## src/rtl/ysyx_22050019_axi_rd_arbiter.sv

```systemverilog
// Round-robin arbiter sharing one AXI read port between the icache (req 0) and
// dcache (req 1) refill paths; one burst in flight, beats counted internally.
module ysyx_22050019_axi_rd_arbiter #(
  parameter int ADDR_WIDTH = 32,
  parameter int DATA_WIDTH = 64,
  parameter int LEN_WIDTH  = 8
) (
  input  logic                  clk,
  input  logic                  rst,
  input  logic [1:0]            s_ar_valid_i,
  output logic [1:0]            s_ar_ready_o,
  input  logic [ADDR_WIDTH-1:0] s_ar_addr0_i,
  input  logic [ADDR_WIDTH-1:0] s_ar_addr1_i,
  input  logic [LEN_WIDTH-1:0]  s_ar_len0_i,
  input  logic [LEN_WIDTH-1:0]  s_ar_len1_i,
  input  logic [1:0]            s_r_ready_i,
  output logic [1:0]            s_r_valid_o,
  output logic [1:0]            s_r_last_o,
  output logic [1:0]            s_r_resp_o,
  output logic [DATA_WIDTH-1:0] s_r_data_o,
  output logic                  m_ar_valid_o,
  input  logic                  m_ar_ready_i,
  output logic [ADDR_WIDTH-1:0] m_ar_addr_o,
  output logic [LEN_WIDTH-1:0]  m_ar_len_o,
  input  logic                  m_r_valid_i,
  output logic                  m_r_ready_o,
  input  logic [1:0]            m_r_resp_i,
  input  logic [DATA_WIDTH-1:0] m_r_data_i,
  input  logic                  m_r_last_i,
  output logic                  proto_err_o
);

  typedef enum logic [1:0] {
    IDLE = 2'd0,
    AR   = 2'd1,
    R    = 2'd2
  } state_t;

  state_t                state_r, state_s;
  logic                  grant_r;
  logic                  prio_last_r;
  logic                  winner_s;
  logic                  beat_s;
  logic                  cnt_zero_s;
  logic                  req_take_s;
  logic                  proto_err_r;
  logic [ADDR_WIDTH-1:0] addr_r;
  logic [LEN_WIDTH-1:0]  len_r;
  logic [LEN_WIDTH-1:0]  cnt_r;

  assign cnt_zero_s  = (cnt_r == {LEN_WIDTH{1'b0}});
  assign req_take_s  = (state_r == IDLE) && (s_ar_valid_i != 2'b00);
  assign beat_s      = (state_r == R) && m_r_valid_i && s_r_ready_i[grant_r];
  assign m_ar_addr_o = addr_r;
  assign m_ar_len_o  = len_r;
  assign s_r_data_o  = m_r_data_i;
  assign s_r_resp_o  = m_r_resp_i;
  assign proto_err_o = proto_err_r;

  // Winner selection: on a tie the requester that did not finish last wins.
  always_comb begin
    winner_s = 1'b0;
    case (s_ar_valid_i)
      2'b01:   winner_s = 1'b0;
      2'b10:   winner_s = 1'b1;
      2'b11:   winner_s = ~prio_last_r;
      default: winner_s = 1'b0;
    endcase
  end

  // Next-state logic and channel routing.
  always_comb begin
    state_s      = state_r;
    s_ar_ready_o = 2'b00;
    s_r_valid_o  = 2'b00;
    s_r_last_o   = 2'b00;
    m_ar_valid_o = 1'b0;
    m_r_ready_o  = 1'b0;
    case (state_r)
      IDLE: begin
        if (s_ar_valid_i != 2'b00) begin
          s_ar_ready_o[winner_s] = 1'b1;
          state_s                = AR;
        end else begin
          state_s = IDLE;
        end
      end
      AR: begin
        m_ar_valid_o = 1'b1;
        if (m_ar_ready_i) begin
          state_s = R;
        end else begin
          state_s = AR;
        end
      end
      R: begin
        s_r_valid_o[grant_r] = m_r_valid_i;
        m_r_ready_o          = s_r_ready_i[grant_r];
        s_r_last_o[grant_r]  = cnt_zero_s & m_r_valid_i;
        // Completion follows the internal count, never m_r_last_i.
        if (beat_s && cnt_zero_s) begin
          state_s = IDLE;
        end else begin
          state_s = R;
        end
      end
      default: state_s = IDLE;
    endcase
  end

  // State, request latch, beat counter and protocol-error pulse.
  always_ff @(posedge clk) begin
    if (rst) begin
      state_r     <= IDLE;
      grant_r     <= 1'b0;
      prio_last_r <= 1'b1;
      addr_r      <= {ADDR_WIDTH{1'b0}};
      len_r       <= {LEN_WIDTH{1'b0}};
      cnt_r       <= {LEN_WIDTH{1'b0}};
      proto_err_r <= 1'b0;
    end else begin
      state_r     <= state_s;
      proto_err_r <= beat_s && (m_r_last_i != cnt_zero_s);
      if (req_take_s) begin
        grant_r <= winner_s;
        addr_r  <= winner_s ? s_ar_addr1_i : s_ar_addr0_i;
        len_r   <= winner_s ? s_ar_len1_i : s_ar_len0_i;
        cnt_r   <= winner_s ? s_ar_len1_i : s_ar_len0_i;
      end else if (beat_s) begin
        if (!cnt_zero_s) begin
          cnt_r <= cnt_r - {{(LEN_WIDTH-1){1'b0}}, 1'b1};
        end else begin
          prio_last_r <= grant_r;
        end
      end
    end
  end

endmodule

```

## config.mk

```make
export PLATFORM = sky130hd
export DESIGN_NAME = ysyx_22050019_axi_rd_arbiter
export DESIGN_NICKNAME = d
export VERILOG_FILES = /design/src/rtl/ysyx_22050019_axi_rd_arbiter.sv
export SDC_FILE = /design/constraint.sdc
export NUM_CORES = 1
export LEC_CHECK = 0
export ABC_CLOCK_PERIOD_IN_PS = 2400
export BUFFER_PORTS_ARGS = -buffer_cell sky130_fd_sc_hd__buf_4
export CELL_PAD_IN_SITES_DETAIL_PLACEMENT = 1
export CELL_PAD_IN_SITES_GLOBAL_PLACEMENT = 1
export CORE_ASPECT_RATIO = 1.25
export CORE_MARGIN = 3
export CORE_UTILIZATION = 24
export CTS_CLUSTER_SIZE = 8
export DETAILED_ROUTE_END_ITERATION = 8
export HOLD_SLACK_MARGIN = 0.1
export PLACE_DENSITY_LB_ADDON = 0.1
export RECOVER_POWER = 50
export SLEW_MARGIN = 20
export SYNTH_ARGS = -nofsm -noshare
export SYNTH_HDL_FRONTEND = slang
export SYNTH_SLANG_ARGS = --single-unit
export TNS_END_PERCENT = 10
```

## constraint.sdc

```tcl
create_clock -name clk -period 2.4 [get_ports clk]
set_clock_uncertainty 0.2 [all_clocks]
set_input_delay 0.48 -clock clk [delete_from_list [all_inputs] [get_ports clk]]
set_output_delay 0.48 -clock clk [all_outputs]
set_load 0.005 [all_outputs]
```

==> reports/metrics.yaml <==
vias: 2658
sequentialPowerShare_pct: 43.4
yosysSeqAreaShare_pct: 37.36
avgRoutedWirePerCell_um: 16.65
synth_area_um2: 2840
wl_met3_um: 904
antenna_cells: 0
io_buffers: 137
required_ps: 1720
layout_min_cycle_time_ps: 2270
first_pass_iters: 5
synthDistinctLibCells: 39
cts_buffer_depth: 2
critPathSlowestCell: "dfxtp_1"
drv_slew: 0
grt_pass1_wl_um: 14610
cellLeakagePower_nw: 1.657
highest_layer: "met4"
p_comb_share_pct: 27.6
final-seq-area_um2: 1061
grt_max_degree: 49
start_kind: "register"
timing_hold_violations_final: 0
io_pins: 270
syn_nets: 490
max_stage_delay_ps: 340
final_layout_size_suffix_gt1_share_pct: 40.35
multi_input_area_um2: 1191
p_per_area_nw_per_um2: 649.1
htreeDepth: 2
peakVddDrop_v: 0.0002938
ant_nets: 0
slew_headroom_pct: 56.49
fin_cells: 561
ys_seq_elements: 53
critPathKind: "reg2out"
grt_usage_pct: 14.21
tightest_slew_ps: 643.6
syn_avg_cell_area_um2: 8.504
std_cell_rows: 43
wl_um: 9343
endpoint_kind: "output pin"
core-area_um2: 11350
cts_root_buffer: "clkbuf_16"
path_cells: "inv_1, ha_2, nor4b_4, nand2_2, nor3_1, buf_4"
hpwl_um: 6909
status: "finished clean"
dieArea_um2: 13180
clock_sinks: 53
cts_buffers: 5
fp.dieH_um: 127.6
wl_met1_um: 3357
fmax_ghz: 0.4406
routed_via_density: 4.738
path_max_fanout: 4
wl_met2_um: 4940
synthToLayoutAreaGrowth_pct: 30.75
drcViolationCount: 0
cts_tree: "built"
gp_congestion: 0.7318
setup-violations-final: 0
nFillCells: 1348
clk_latency_ps: 290
switching_share_pct: 29.18
hold_class: "in2reg"
initial_core_util_pct: 25.02
yosys_warnings: 0
antenna_found_initial: 0
clkTransAtPathRegs_ps: 70
utilization_pct: 32.71
period_share_pct: 94.57
nets: 561
holdBufCountCts: 0
placedCellCount: 553
intPower_w: 0.001707
drt_iter0_markers: 148
crit_arrival_ps: 1590
syn_inst: 334
p_clk_share_pct: 29.0
die_x_um: 103.3
grt_overflow: 0
p_switching_w: 0.0007034
grt_pass1_vias: 2873
maxCapViolations: 0
-- cell usage after synthesis, drive strengths merged --
library cell	n	area, um2
a211o	3	26.28
a211oi	1	20.02
a21bo	1	10.01
a21boi	5	37.54
a21oi	7	35.03
a222oi	20	200.2
a22oi	1	7.510
a311oi	14	122.6
a31oi	6	37.54
and3	2	12.51
buf	75	545.5
clkbuf	11	41.29
dfxtp	53	1061
ha	1	12.51
inv	4	15.01
mux2i	3	33.78
nand2	46	172.7
nand2b	1	6.260
nand3	8	40.04
nand3b	1	20.02
nor2	43	161.4
nor2b	4	25.02
nor3	6	35.03
nor4	1	6.260
nor4b	3	47.54
o211ai	1	7.510
o21a	6	45.04
o21ai	2	13.76
o311ai	1	8.760
or2	1	6.260
xnor2	1	8.760
xor2	2	17.52
-- worst max-delay path, delay by kind of cell, from the launching register on --
kind	cells	cell delay [ps]
buffers and inverters	2	220
and+or+nand+nor	3	530
DFF	1	340
adders and majority gates	1	200
-- cells in the final DEF, fill, tap and decap left out, types with 2 or more instances in the layout --
cell type,n
a211o_1,3
a21boi_1,3
a21oi_1,7
a222oi_1,20
a311oi_1,14
a31oi_1,6
and3_1,2
buf_4,131
clkbuf_1,5
clkbuf_16,5
clkbuf_4,13
dfxtp_1,53
inv_1,4
mux2i_1,2
nand2_1,45
nand3_1,8
nor2_1,43
nor2b_1,4
nor3_1,4
nor3_2,2
o21a_1,6
xor2_1,2
-- power groups by stage --
stage	Combinational [W]	Clock [W]	Sequential, W
3_5_place_dp	0.000675	0	0.00107
3_3_place_gp	0.000669	0	0.00106
4_1_cts	0.000676	0.000740	0.00105
6_report	0.000664	0.000700	0.00105
5_1_grt	0.000744	0.000770	0.00106
2_1_floorplan	0.000409	0	0.00106
-- logic make-up (layout without fill, tap and decap cells) --
logic type      Yosys count  after routing  share of synthesized area, %
compound gates           68             68                         20.13
buf+inv                  90            160                         21.19
flops                    53             53                         37.36
fa+ha+maj                 1              1                        0.4405
mux                       3              3                         1.189
simple gates            116            116                         18.77
xor+xnor                  3              3                        0.9253
-- through the flow --
| stage | hold WS (ps) | total power, W | cell area [um2] | setup TNS [ps] | worst slack [ps] |
|---|---|---|---|---|---|
| 2_1_floorplan | 252.7 | 0.001469 | 2840 | 0 | 398.0 |
| 3_3_place_gp | 246.3 | 0.001734 | 3577 | 0 | 395.9 |
| 3_5_place_dp | 253.9 | 0.001741 | 3577 | 0 | 349.5 |
| 4_1_cts | 234.9 | 0.002464 | 3707 | 0 | 19.37 |
| 5_1_grt | 240.5 | 0.002574 | 3714 | -4.944 | -4.944 |
| 6_report | 241.9 | 0.002411 | 3714 | 0 | 130.3 |
-- routing by layer --
metal | vias to the layer above | global-route usage (%)
met5 | - | 0
met4 | 0 | 4.497
met1 | 1271 | 15.02
met3 | 13 | 6.335
li1 | 1254 | -
met2 | 120 | 24.90
-- flip-flops by register name (all words and copies together), names as in the netlist --
signal and flops:
grant_r 1, state_r 2, m_ar_len_o 8, prio_last_r 1
proto_err_o 1, cnt_r 8, m_ar_addr_o 32
-- worst paths after layout --
kind	slack [ps]	end	startpoint	depth (start not counted)
hold / removal	240	m_ar_addr_o[16]	s_ar_addr1_i[16]	3
setup / recovery	130	s_r_last_o[1]	cnt_r[0]	6
setup reg to reg	370	cnt_r[4]	cnt_r[0]	8
hold reg to reg	260	m_ar_len_o[1]	m_ar_len_o[1]	2
-- what timing repair did --
| item | CTS | global route |
|---|---|---|
| setup endpoints to repair | 0 | 2 |
| resized for setup | 0 | 3 |
| setup buffers | 0 | 2 |
-- cell type report --
cell class | instances | share of cell area (%)
Multi-Input combinational cell | 191 | 32.08
Timing Repair Buffer | 150 | 30.15
Sequential cell | 53 | 28.57
Tap cell | 157 | 5.290
Clock buffer | 5 | 3.369
Inverter | 4 | 0.4043
Clock inverter | 1 | 0.1348
Power figures use the tool's default switching activity.
